### config.mk
export PLATFORM = sky130hd
export DESIGN_NAME = iir_sample_feeder
export DESIGN_NICKNAME = d
export VERILOG_FILES = /design/src/rtl/opti_pkg.sv /design/src/rtl/opti_sync_fifo.sv /design/src/rtl/iir_sample_feeder.sv
export SDC_FILE = /design/constraint.sdc
export NUM_CORES = 1
export LEC_CHECK = 0
export BUFFER_PORTS_ARGS = -buffer_cell sky130_fd_sc_hd__buf_2
export CORE_ASPECT_RATIO = 1.4
export CORE_MARGIN = 8
export CORE_UTILIZATION = 50
export DETAILED_ROUTE_END_ITERATION = 16
export GPL_ROUTABILITY_DRIVEN = 0
export GPL_TIMING_DRIVEN = 0
export PLACE_DENSITY = 0.66
export SYNTH_ARGS = -nofsm -noshare
export SYNTH_HDL_FRONTEND = slang
export SYNTH_SLANG_ARGS = --single-unit
### constraint.sdc
create_clock -name clk -period 6.1 [get_ports clk]
set_input_delay 0.61 -clock clk [delete_from_list [all_inputs] [get_ports clk]]
set_output_delay 0.61 -clock clk [all_outputs]
set_load 0.01 [all_outputs]
### src/rtl/opti_pkg.sv
// Shared definitions for the IIR cascade feeder.
//   DW             : default sample width of the cascade datapath
//   feeder_state_t : issue FSM state (IDLE, GAPWAIT)
package opti_pkg;

  localparam int DW = 24;

  typedef enum logic [0:0] {
    IDLE    = 1'b0,
    GAPWAIT = 1'b1
  } feeder_state_t;

endpackage

### src/rtl/opti_sync_fifo.sv
// Synchronous FIFO with extra pointer MSB for full/empty detection.
// Ports:
//   clk, rst_n : clock, synchronous active-low reset
//   flush      : clears pointers (and level) on the next edge; wins over push/pop
//   push/wdata : write request; ignored when full
//   pop        : read request; ignored when empty
//   rdata      : head word (combinational, valid when !empty)
//   full/empty : status
//   level      : occupancy 0..DEPTH
module opti_sync_fifo #(
  parameter int DW    = 24,
  parameter int DEPTH = 16
) (
  input  logic                     clk,
  input  logic                     rst_n,
  input  logic                     flush,
  input  logic                     push,
  input  logic [DW-1:0]            wdata,
  input  logic                     pop,
  output logic [DW-1:0]            rdata,
  output logic                     full,
  output logic                     empty,
  output logic [$clog2(DEPTH):0]   level
);

  localparam int AW = $clog2(DEPTH);

  logic [DW-1:0] mem [DEPTH];
  logic [AW:0]   wr_ptr;
  logic [AW:0]   rd_ptr;
  logic          do_push;
  logic          do_pop;

  // Same index, different wrap bit -> full; identical pointers -> empty.
  assign full  = (wr_ptr[AW] != rd_ptr[AW]) && (wr_ptr[AW-1:0] == rd_ptr[AW-1:0]);
  assign empty = (wr_ptr == rd_ptr);
  assign level = wr_ptr - rd_ptr;
  assign rdata = mem[rd_ptr[AW-1:0]];

  // Full blocks the write even if a pop happens the same cycle.
  assign do_push = push && !full;
  assign do_pop  = pop && !empty;

  always_ff @(posedge clk) begin
    if (!rst_n) begin
      wr_ptr <= '0;
      rd_ptr <= '0;
    end else if (flush) begin
      wr_ptr <= '0;
      rd_ptr <= '0;
    end else begin
      if (do_push) wr_ptr <= wr_ptr + 1'b1;
      if (do_pop)  rd_ptr <= rd_ptr + 1'b1;
    end
  end

  // Storage needs no reset; occupancy is defined by the pointers alone.
  always_ff @(posedge clk) begin
    if (do_push && !flush) mem[wr_ptr[AW-1:0]] <= wdata;
  end

endmodule

### src/rtl/iir_sample_feeder.sv
// Paced sample transmitter for the 4-section IIR cascade.
// Buffers upstream ready/valid samples in a FIFO and issues them as
// single-cycle valid pulses at least GAP cycles apart, with at most
// MAX_INFLIGHT samples outstanding (returns counted on iir_valid_out).
// Ports:
//   clk, rst_n      : clock, synchronous active-low reset
//   s_data/s_valid  : upstream sample stream; s_ready = !full && !flush
//   flush           : synchronous FIFO clear, suppresses that cycle's issue
//   iir_data_in     : last issued sample (changes only on issue edges)
//   iir_valid_in    : one-cycle pulse per issued sample
//   iir_valid_out   : cascade return strobe
//   level           : FIFO occupancy
//   inflight        : issued-but-not-returned count
//   issued_cnt      : total issued since reset (wraps)
//   err_underflow   : sticky, return seen with nothing in flight
module iir_sample_feeder #(
  parameter int DW           = opti_pkg::DW,
  parameter int DEPTH        = 16,
  parameter int GAP          = 8,
  parameter int MAX_INFLIGHT = 4
) (
  input  logic                            clk,
  input  logic                            rst_n,
  input  logic [DW-1:0]                   s_data,
  input  logic                            s_valid,
  output logic                            s_ready,
  input  logic                            flush,
  output logic [DW-1:0]                   iir_data_in,
  output logic                            iir_valid_in,
  input  logic                            iir_valid_out,
  output logic [$clog2(DEPTH):0]          level,
  output logic [$clog2(MAX_INFLIGHT):0]   inflight,
  output logic [31:0]                     issued_cnt,
  output logic                            err_underflow
);

  import opti_pkg::*;

  localparam int IFW = $clog2(MAX_INFLIGHT) + 1;
  localparam int GW  = $clog2(GAP) + 1;

  feeder_state_t state, state_nxt;
  logic [GW-1:0] gap_cnt, gap_nxt;

  logic          fifo_full;
  logic          fifo_empty;
  logic [DW-1:0] fifo_rdata;
  logic          fifo_push;
  logic          issue;
  logic          can_issue;
  logic          ret_ok;

  assign s_ready   = !fifo_full && !flush;
  assign fifo_push = s_valid && s_ready;

  opti_sync_fifo #(
    .DW    (DW),
    .DEPTH (DEPTH)
  ) u_fifo (
    .clk   (clk),
    .rst_n (rst_n),
    .flush (flush),
    .push  (fifo_push),
    .wdata (s_data),
    .pop   (issue),
    .rdata (fifo_rdata),
    .full  (fifo_full),
    .empty (fifo_empty),
    .level (level)
  );

  assign can_issue = !flush && !fifo_empty && (inflight < IFW'(MAX_INFLIGHT));

  always_ff @(posedge clk) begin
    if (!rst_n) begin
      state   <= IDLE;
      gap_cnt <= '0;
    end else begin
      state   <= state_nxt;
      gap_cnt <= gap_nxt;
    end
  end

  // Counter is loaded with GAP-1 on the issue edge and the FSM re-enters
  // IDLE on the edge it hits 0, so the next issue edge lands exactly GAP
  // edges after the previous one.
  always_comb begin
    state_nxt = state;
    gap_nxt   = gap_cnt;
    issue     = 1'b0;
    if (flush) begin
      state_nxt = IDLE;
      gap_nxt   = '0;
    end else begin
      case (state)
        IDLE: begin
          if (can_issue) begin
            issue = 1'b1;
            if (GAP > 1) begin
              state_nxt = GAPWAIT;
              gap_nxt   = GW'(GAP - 1);
            end
          end
        end
        GAPWAIT: begin
          gap_nxt = gap_cnt - 1'b1;
          if (gap_cnt <= GW'(1)) state_nxt = IDLE;
        end
        default: state_nxt = IDLE;
      endcase
    end
  end

  // Returns with nothing outstanding are ignored for counting but flagged.
  assign ret_ok = iir_valid_out && (inflight != '0);

  always_ff @(posedge clk) begin
    if (!rst_n) begin
      iir_data_in   <= '0;
      iir_valid_in  <= 1'b0;
      inflight      <= '0;
      issued_cnt    <= '0;
      err_underflow <= 1'b0;
    end else begin
      iir_valid_in <= issue;
      if (issue) begin
        iir_data_in <= fifo_rdata;
        issued_cnt  <= issued_cnt + 32'd1;
      end
      case ({issue, ret_ok})
        2'b10:   inflight <= inflight + IFW'(1);
        2'b01:   inflight <= inflight - IFW'(1);
        default: inflight <= inflight;
      endcase
      if (iir_valid_out && (inflight == '0)) err_underflow <= 1'b1;
    end
  end

endmodule

==> results of run 1 <==
final timing paths:
path	from	to	slack, ns
worst max-delay path	u_fifo.rd_ptr[2]$_SDFFE_PP0P_	u_fifo.mem[2][7]$_DFFE_PP_	2.39
worst min register to register	err_underflow$_SDFFE_PN0P_	err_underflow$_SDFFE_PN0P_	0.47
worst max register to register	u_fifo.rd_ptr[2]$_SDFFE_PP0P_	u_fifo.mem[2][7]$_DFFE_PP_	2.39
worst min-delay path	iir_valid_out	err_underflow$_SDFFE_PN0P_	0.32
registers in the layout, summed over array words and instances (netlist names):
| signal | count |
|---|---|
| gap_cnt | 4 |
| err_underflow | 1 |
| state | 1 |
| inflight | 3 |
| u_fifo.mem | 384 |
| u_fifo.rd_ptr | 5 |
| iir_data_in | 24 |
| iir_valid_in | 1 |
| issued_cnt | 32 |
| u_fifo.wr_ptr | 5 |
logic make-up after synthesis:
kind of cell | after synthesis | synth area share, %
adders and majority gates | 15 | 1.135
AOI/OAI and AO/OA | 186 | 6.314
DFF | 460 | 73.10
xor gates and xnor gates | 36 | 1.808
muxes | 146 | 11.55
buffers and inverters | 77 | 1.752
and+or+nand+nor | 151 | 4.338
worst reg2reg max path: cells and delay by family (launching register included):
| family | cells | cell delay [ns] |
|---|---|---|
| buf+inv | 5 | 1.09 |
| simple gates | 3 | 1.14 |
| fa+ha+maj | 1 | 0.37 |
| compound gates | 1 | 0.49 |
| flops | 1 | 0.31 |
cells in the mapped netlist, types with 2 or more instances:
library cell / n
a211oi_1: 26
a211oi_2: 2
a21o_1: 3
a21oi_1: 66
and2_1: 2
and3_1: 2
and4_1: 8
buf_1: 4
buf_2: 16
clkbuf_1: 37
dfxtp_1: 76
edfxtp_1: 384
fa_1: 2
ha_1: 13
inv_1: 18
mux2i_1: 97
mux4_2: 48
nand2_1: 17
nand2b_1: 6
nand3_1: 14
nand4_1: 12
nor2_1: 53
nor3_1: 14
nor4_1: 5
o21ai_0: 33
o22ai_1: 48
or3_1: 11
xnor2_1: 20
xor2_1: 15
power groups by stage:
stage | clock (mW) | sequential [mW] | combinational, mW
CTS | 2.88 | 3.43 | 0.164
detailed placement | 0 | 3.50 | 0.163
floorplan | 0 | 3.50 | 0.0722
global route | 3.00 | 3.43 | 0.177
global placement | 0 | 3.50 | 0.154
finish | 2.85 | 3.43 | 0.161
final cells by class:
type,instances,area (um2)
clock inverter,21,312.8
fill,2761,14680
inverter,19,71.32
sequential,460,13050
clock buffer,57,1191
multi-input combinational,534,4601
tap,462,578.1
timing repair buffer,113,772.0
buffer,58,241.5
layer usage:
metal  vias to the layer above  global-route usage [%]  part of all wire (%)
met4                         2                   7.415                   3.3
met1                      5108                   23.45                    39
met3                        76                   2.965                   5.1
met2                       300                   35.94                    52
li1                       4531                       -                     -
met5                         -                       0                 0.031
==> metrics.txt, run 1 <==
status completed; drc violations 0; maximum root-to-sink buffer count 3; total gr overflow 0; Post-DP Area roughly 19,000 um2; Worst Path Arrival 3.95 ns; Max FO, Critical Path 9; Yosys Warn Count 0; Syn Inst Count 1,071; Die Wd 175.7 um; count of final setup violators 0; cell depth of the worst setup path 10; PortBufs 95; internal power approximately 5.2 mW; Max Freq between 200 and 300 MHz; nets 1,273; vias in the first global route 10,320; cell count of the worst reg-to-reg path 10; Post-Syn Area 17,860 um2; Setup Skew around 0.014 ns; Worst setup EP type register; post-DR vias/cell 5.810; share of the synthesized area in the top cell type 64.58%; switching part of the total 19.43%; RSZ-0062 raised after global routing false; first-pass GRT wire length 62.73 mm; antenna violations before repair 1; clk slew on worst S/H paths 0.06 ns; CTS Sinks 460; DP Worst Slack roughly 2.4 ns; kind of start point of the critical path register; CP delay by family, top simple AND/OR/NAND/NOR gates; ys async rst share 0%; DP HPWL 27.96 mm; CP Buf/Inv Count 5; final WL approximately 42 mm; most frequent cells in the layout 384 x edfxtp_1, 111 x buf_2, 97 x mux2i_1, 76 x dfxtp_1, 66 x a21oi_1; placed insts 1,646; WL/cell 24.21 um; Initial Util 50.30%; Hold WS 0.3167 ns; hold-fix buffers at CTS 0; postcts setup bufs 0; setup TNS 0 ns; Tmin final 3.706 ns; Worst Slack Setup Final 2.394 ns; Area contributors post-synth edfxtp_1 65%, dfxtp_1 8.5%, mux4_2 6.1%, mux2i_1 5.4%, a21oi_1 1.8%; first-pass detailed-route iteration total 7; Max Cap Violations 0; pwr/cell area 309.3 nW/um2; Leakage 6.670 nW; row count 82; syn_area_per_cell around 17 um2; post-route non-filler standard cell count ~1,700; hold path depth 3; Comb power frac under 10%; Num CTS Buffers between 40 and 50; relative slew slack 33.42%; Synth area leader edfxtp_1; maximum VDD drop 0.3461 mV; Worst Hold Class input port to register; post-CTS resize count 0; Tot GR Track Use 19.83%; number of synthesized flops with an enable pin 384; largest net degree at the start of global routing 25; CP required 6.34 ns; sw power 1.251 mW; final hold violations 0; Die ar. 42,100 um2; max-slew violations 0; sequential power share between 50% and 60%; Detail Route Antenna Nets 0; Clock power frac between 40 and 50%; CP max-delay cell nor3_2; Final Core Density 58.65%; ys flop type edfxtp_1; Yosys cell types 48; Net Count, Synth 1,115; CP cell instances clkbuf_1 > inv_1 > ha_1 > and4_1 > buf_2 > a211oi_2 > nand2_1 > nor3_2 > buf_6 > buf_4; most common cell after layout, fill and taps aside edfxtp_1; n_diodes 0; final period utilization between 60% and 70%; post-synthesis sequential area ratio 73.10%; starting DRC count in detailed routing 771; clock latency on the worst-skew pair 0.54 ns; H-tree depth 2; critical path type register to register; final instance area around 21,000 um2; Root Driver clkbuf_16; Die Y 239.6 um; FF+latch count, synth 460; core area approximately 35,000 um2; total power 6.440 mW; fraction of layout cells with a size suffix above 1 approximately a fifth; Worst-Margin Slew 0.9987 ns; I/O pin cnt 96; Max stage delay on crit path 0.60 ns; CTS tree done; Area growth, synth to finish 16.60%; total number of vias 10,020
No activity file was read; power rests on OpenSTA's default activity.
==> run 2: changes to the inputs <==
- ABC_AREA: unset -> 1
- PLACE_DENSITY: 0.66 -> 0.69
- clock period: 6.1 -> 3.2 ns (I/O delays scaled with it)
==> run 2 against run 1 <==
  * Final cell count increased by 41%
  * Worst setup slack got worse by 2.2 ns
  * Count of clock-buffer cells in the layout increased by 1
  * Clock skew increased by 0.00093 ns
  * Critical endpoint is now u_fifo.mem[6][7]$_DFFE_PP_
  * Highest routed layer unchanged
==> metrics.txt, run 2 <==
Compound-Gate Fraction of Synth Area 9.834% (+3.5 points); Num CTS Buffers 44 (+2.3%); post-synthesis sequential area ratio 68.35% (-4.8 points); Area contributors post-synth edfxtp_1 60%, dfxtp_1 8.0%, nor2_1 7.4%, nand2_1 5.0%, o21ai_0 4.6%; Max Cap Violations 0 (unchanged); Leakage 8.127 nW (+22%); post-synthesis mux area share 0% (-12 points); Die Y 247.2 um (+3.2%); core area 37,630 um2 (+6.0%); max FFs per register 384 (unchanged); largest net degree at the start of global routing 26 (+4.0%); fraction of layout cells with a size suffix above 1 12.47% (-8.6 points); Yosys Warn Count 0 (unchanged); nets 1,967 (+55%); Yosys cell types 36 (-25%); Setup Skew 0.01444 ns (+0.0009320 ns); syn_area_per_cell 10.77 um2 (-35%); PortBufs 95 (unchanged); Hold WS 0.1383 ns (-0.1784 ns); CP required 3.47 ns (-2.87 ns); Die Wd 181.2 um (+3.1%); Area growth, synth to finish 14.71%; Commonest cells post-synth 384 x edfxtp_1, 374 x nor2_1, 255 x nand2_1, 175 x o21ai_0, 105 x inv_1; Tmin final 2.992 ns (-0.7144 ns); max-slew violations 0 (unchanged); kind of start point of the critical path register; Syn Inst Count 1,773 (+66%); Worst Hold Class input port to register; WL/cell 20.75 um (-14%); post-DR vias/cell 5.616 (-3.3%); most frequent cells in the layout 384 x edfxtp_1, 359 x nor2_1, 255 x nand2_1, 175 x o21ai_0, 117 x buf_2; drc violations 0 (unchanged); status completed; hold-fix buffers at CTS 0 (unchanged); Post-Synth Simple-Gate Area 15.45% (+11 points); total number of vias 13,650 (+36%); Max Freq 334.3 MHz (+24%); antenna violations before repair 1 (unchanged); Max FO, Critical Path 14 (+5); CTS Sinks 460 (unchanged); final hold violations 0 (unchanged); first-pass detailed-route iteration total 7 (unchanged); total gr overflow 0 (unchanged); relative slew slack 37.94% (+4.5 points); Root Driver clkbuf_16; count leader, synth edfxtp_1; clock latency on the worst-skew pair 0.56 ns (+0.02 ns); number of synthesized flops with an enable pin 384 (unchanged); CTS tree done; final period utilization 93.49% (+33 points); H-tree depth 2 (unchanged); clk slew on worst S/H paths 0.06 ns (about the same); Worst setup EP type register; most common cell after layout, fill and taps aside edfxtp_1; post-route non-filler standard cell count 2,430 (+41%); first-pass GRT wire length 77.28 mm (+23%); Initial Util 50.75% (+0.46 points); share of the synthesized area in the top cell type 60.38% (-4.2 points); Worst-Margin Slew 0.9287 ns (-0.07000 ns); Die ar. 44,790 um2 (+6.4%); post-synthesis xor/xnor area fraction 0.4128% (-1.4 points); I/O pin cnt 96 (unchanged); largest family of logic cells by synthesized area simple AND/OR/NAND/NOR gates; maximum root-to-sink buffer count 3 (unchanged); Net Count, Synth 1,817 (+63%); Post-Syn Area 19,100 um2 (+7.0%); critical path type register to register; maximum VDD drop 0.5717 mV (+65%); cell count of the worst reg-to-reg path 12 (+2); Synth area leader edfxtp_1; hold path depth 3 (unchanged); ys flop type edfxtp_1; vias in the first global route 13,670 (+32%); Worst Path Arrival 3.26 ns (-0.69 ns); ys async rst share 0% (unchanged); starting DRC count in detailed routing 1,080 (+40%); Tot GR Track Use 22.47% (+2.6 points); DP HPWL 34.60 mm (+24%); post-synthesis adder-cell area fraction 1.061% (-0.074 points); FF+latch count, synth 460 (unchanged); final WL 50.43 mm (+21%); Fillers 3,096 (+12%); pwr/cell area 562.0 nW/um2 (+82%); row count 84 (+2.4%); n_diodes 0 (unchanged); placed insts 2,350 (+43%); Detail Route Antenna Nets 0 (unchanged); RSZ-0062 raised after global routing false; count of final setup violators 0 (unchanged)
-- run 2: cell type report --
type / count / area [um2] / area share (%)
multi-input combinational: 1110 / 5206 / 23.77
clock inverter: 22 / 188.9 / 0.8625
sequential: 460 / 13050 / 59.59
inverter: 112 / 427.9 / 1.953
timing repair buffer: 107 / 708.2 / 3.233
buffer: 88 / 514.2 / 2.347
clock buffer: 58 / 1215 / 5.546
tap: 473 / 591.8 / 2.702
-- run 2: logic make-up after synthesis --
kind of cell | after synthesis
simple gates | 737
flops | 460
compound gates | 349
buf+inv | 203
fa+ha+maj | 15
xor+xnor | 9
-- run 2: metrics by stage --
stage	area (um2)	power [mW]	setup TNS, ns	setup WS (ns)	utilization [%]
2_1_floorplan	19100	7.034	0	0.04499	-
3_3_place_gp	20170	7.313	-509.06	-1.520	53.60
3_5_place_dp	20460	7.339	-95.81	-0.5541	54.37
4_1_cts	21890	12.36	0	0.006104	58.19
5_1_grt	21910	12.64	0	0.01999	58.22
6_report	21910	12.31	0	0.2084	58.22
-- run 2: critical path, stage by stage, from the launching register on --
cell	delay, ns
dfxtp_1	0.35
buf_6	0.17
clkinv_4	0.11
clkbuf_8	0.20
ha_4	0.26
nand2_1	0.09
nor2_2	0.06
nand2_1	0.06
nand3_1	0.10
inv_1	0.13
nand2_1	0.19
nor2_2	0.73
buf_16	0.23
-- run 2: worst paths after layout --
| path | from | to | slack [ns] |
|---|---|---|---|
| setup / recovery | u_fifo.rd_ptr[2]$_SDFFE_PP0P_ | u_fifo.mem[6][7]$_DFFE_PP_ | 0.21 |
| hold / removal | rst_n | issued_cnt[9]$_SDFFE_PN0P_ | 0.14 |
| setup reg to reg | u_fifo.rd_ptr[2]$_SDFFE_PP0P_ | u_fifo.mem[6][7]$_DFFE_PP_ | 0.21 |
| hold reg to reg | err_underflow$_SDFFE_PN0P_ | err_underflow$_SDFFE_PN0P_ | 0.46 |
-- run 2: power by group --
| part | total [mW] | switching [mW] | internal, mW |
|---|---|---|---|
| registers | 6.58 | 0.0377 | 6.54 |
| logic | 0.643 | 0.451 | 0.192 |
| clock network | 5.09 | 2.17 | 2.92 |
| total | 12.3 | 2.66 | 9.65 |
-- run 2: repair_timing --
action                     CTS  global route
resized for setup            9             3
setup endpoints to repair  390           106
buffers inserted             0             3
pin swaps                    0             1
-- run 2: routing by layer --
metal | track usage, % | share of wire (%) | up-vias
li1 | - | - | 6410
met2 | 39.19 | 49 | 610
met3 | 3.334 | 6.9 | 113
met1 | 26.67 | 39 | 6512
met5 | 0 | 0.020 | -
met4 | 11.91 | 5.2 | 2
==> run 3: changes to the inputs <==
- SYNTH_HIERARCHICAL: unset -> 1
==> run 3 against run 2 <==
  * Sequential power about the same
  * Synthesized cell count increased by 21%
  * First-iteration DRC count increased by 29%
  * Worst setup slack got worse by 0.096 ns
  * Fmax decreased by 3.1%
  * Non-clock buffer count increased by 26
  * Critical path type unchanged
  * Critical endpoint is now inflight[2]$_SDFFE_PN0P_
  * Highest routed layer is now met4
==> metrics.txt, run 3 <==
CTS Sinks 464 (+0.87%); FF+latch count, synth 464 (+0.87%); Worst Hold Class input port to register; relative slew slack 38.35% (+0.41 points); Worst-Margin Slew 0.9247 ns (-0.003917 ns); syn_area_per_cell 9.554 um2 (-11%); clock latency on the worst-skew pair 0.56 ns (about the same); Tmin final 3.087 ns (+0.09553 ns); total gr overflow 0 (unchanged); Yosys cell types 40 (+11%); Setup crit end inflight[2]$_SDFFE_PN0P_; status completed; Die ar. 47,770 um2 (+6.6%); Die Y 255.4 um (+3.3%); Tot GR Track Use 24.44% (+2.0 points); Area contributors post-synth edfxtp_1 56%, nand2_1 12%, dfxtp_1 7.8%, nand3_1 7.8%, inv_1 6.7%; Syn Inst Count 2,143 (+21%); nets 2,367 (+20%); Die Wd 187.0 um (+3.2%); Leakage 10.07 nW (+24%); CTS tree done; PortBufs 95 (unchanged); starting DRC count in detailed routing 1,391 (+29%); hold-fix buffers at CTS 0 (unchanged); count of final setup violators 0 (unchanged); Net Count, Synth 2,187 (+20%); worst hold start s_data[20]; kind of start point of the critical path register; Worst Path Arrival 3.53 ns (+0.27 ns); R2R Setup Slk 0.11 ns (-0.10 ns); vias in the first global route 15,510 (+13%); first-pass GRT wire length 89.62 mm (+16%); Detail Route Antenna Nets 0 (unchanged); ys async rst share 0% (unchanged); Post-Syn Area 20,470 um2 (+7.2%); Reg-to-Reg End inflight[2]$_SDFFE_PN0P_; Fillers 3,327 (+7.5%); DP HPWL 38.39 mm (+11%); Hold WS 0.1431 ns (+0.004829 ns); first-pass detailed-route iteration total 5 (-2); total number of vias 15,690 (+15%); CP required 3.65 ns (+0.18 ns); cell count of the worst reg-to-reg path 17 (+5); WL/cell 20.68 um (-0.37%); Post-DP Area 22,010 um2 (+7.6%); H-tree depth 2 (unchanged); maximum VDD drop 0.4118 mV (-28%); maximum root-to-sink buffer count 3 (unchanged); max FFs per register 384 (unchanged); final hold violations 0 (unchanged); drc violations 0 (unchanged); antenna violations before repair 0 (-1); Num CTS Buffers 44 (unchanged); RSZ-0062 raised after global routing true; Synth area leader edfxtp_1; critical path type register to register; Max FO, Critical Path 10 (-4); Worst setup EP type register; share of the synthesized area in the top cell type 56.32% (-4.1 points); fraction of layout cells with a size suffix above 1 13.11% (+0.64 points); most frequent cells in the layout 657 x nand2_1, 384 x edfxtp_1, 364 x inv_1, 317 x nand3_1, 142 x buf_2; core area 40,390 um2 (+7.3%); max-slew violations 0 (unchanged); Commonest cells post-synth 660 x nand2_1, 384 x edfxtp_1, 364 x inv_1, 318 x nand3_1, 89 x nor2_1; CP Launch Point u_fifo/rd_ptr[3]$_SDFFE_PP0N_; Setup Skew 0.01778 ns (+0.003344 ns); count leader, synth nand2_1; Root Driver clkbuf_16; final WL 59.80 mm (+19%); post-synthesis sequential area ratio 64.14% (-4.2 points); pwr/cell area 497.4 nW/um2 (-11%); Area growth, synth to finish 16.05%; most common cell after layout, fill and taps aside nand2_1; clk slew on worst S/H paths 0.06 ns (about the same); I/O pin cnt 96 (unchanged); final period utilization 96.47% (+3.0 points); row count 87 (+3.6%); Max Cap Violations 0 (unchanged); Initial Util 50.70% (-0.059 points); Yosys Warn Count 6 (+6); post-DR vias/cell 5.425 (-3.4%); ys flop type edfxtp_1; final instance area 23,760 um2 (+8.5%); Max Freq 323.9 MHz (-3.1%); largest net degree at the start of global routing 25 (-3.8%); Reg-to-Reg Start u_fifo/rd_ptr[3]$_SDFFE_PP0N_; number of synthesized flops with an enable pin 384 (unchanged)
run 3: per-stage QoR:
stage               utilization [%]  worst slack [ns]  std cells  setup TNS (ns)  power, mW
floorplan                         -           -0.1853       2143          -62.25      6.848
global placement              53.55            -1.824       2772         -579.46      6.998
detailed placement            54.51           -0.5089       2783          -99.71      7.017
CTS                           58.70           0.01087       2887               0      11.88
global route                  58.83           -0.1313       2891         -0.1313      12.14
finish                        58.83            0.1129       2892               0      11.82
run 3: cells by family after synthesis:
| family | share of synthesized area (%) |
|---|---|
| compound gates | 1.907 |
| simple gates | 23.48 |
| fa+ha+maj | 0.9901 |
| flops | 64.14 |
| xor+xnor | 0.3422 |
| buf+inv | 9.136 |
run 3: what timing repair did:
action	CTS	global route
gates resized for setup	11	3
pin swaps	15	4
gates cloned	5	0
hold endpoints to repair	0	0
buffers inserted	20	4
setup endpoints to repair	362	72
run 3: worst max-delay path, cell delays in order, from the launching register on:
cell     delay, ns
dfxtp_1       0.41
inv_1         0.08
ha_1          0.35
nand2_1       0.09
nor2_2        0.18
nand2_2       0.12
inv_1         0.11
nor2_4        0.05
nand3_4       0.17
buf_12        0.19
buf_6         0.16
ha_1          0.16
inv_1         0.07
fa_1          0.37
a21oi_1       0.14
o21ai_0       0.11
o21ai_0       0.16
a21oi_1       0.05
run 3: how the worst min path moves through the flow:
stage	endpoint	slack (ns)	cells after the start
2_1_floorplan	u_fifo/mem[0][0]$_DFFE_PP_	0.42	0
6_report	u_fifo/mem[14][20]$_DFFE_PP_	0.14	1
3_5_place_dp	err_underflow$_SDFFE_PN0P_	0.45	1
5_1_grt	u_fifo/mem[14][20]$_DFFE_PP_	0.14	1
3_3_place_gp	err_underflow$_SDFFE_PN0P_	0.45	1
4_1_cts	u_fifo/mem[14][20]$_DFFE_PP_	0.12	1
run 3: where the power goes:
part           switching (mW)  leakage, nW  internal (mW)
Combinational           0.232         5.32         0.0862
Sequential             0.0167         4.10           6.56
Clock                    2.18        0.652           2.75
run 3: final cells by class:
| type | instances | area [um2] | area share (%) |
|---|---|---|---|
| timing repair buffer | 130 | 1079 | 4.539 |
| inverter | 369 | 1388 | 5.840 |
| multi-input combinational | 1223 | 5670 | 23.87 |
| clock inverter | 16 | 102.6 | 0.4318 |
| tap | 534 | 668.1 | 2.812 |
| sequential | 464 | 13140 | 55.28 |
| clock buffer | 64 | 1230 | 5.177 |
| antenna | 1 | 2.502 | 0.01053 |
| buffer | 91 | 484.2 | 2.038 |
run 3: layer usage:
layer	GRT usage (%)	wire, um
met3	4.853	5613
met4	15.65	3950
met2	42.26	29410
met5	0	0
met1	27.24	20830
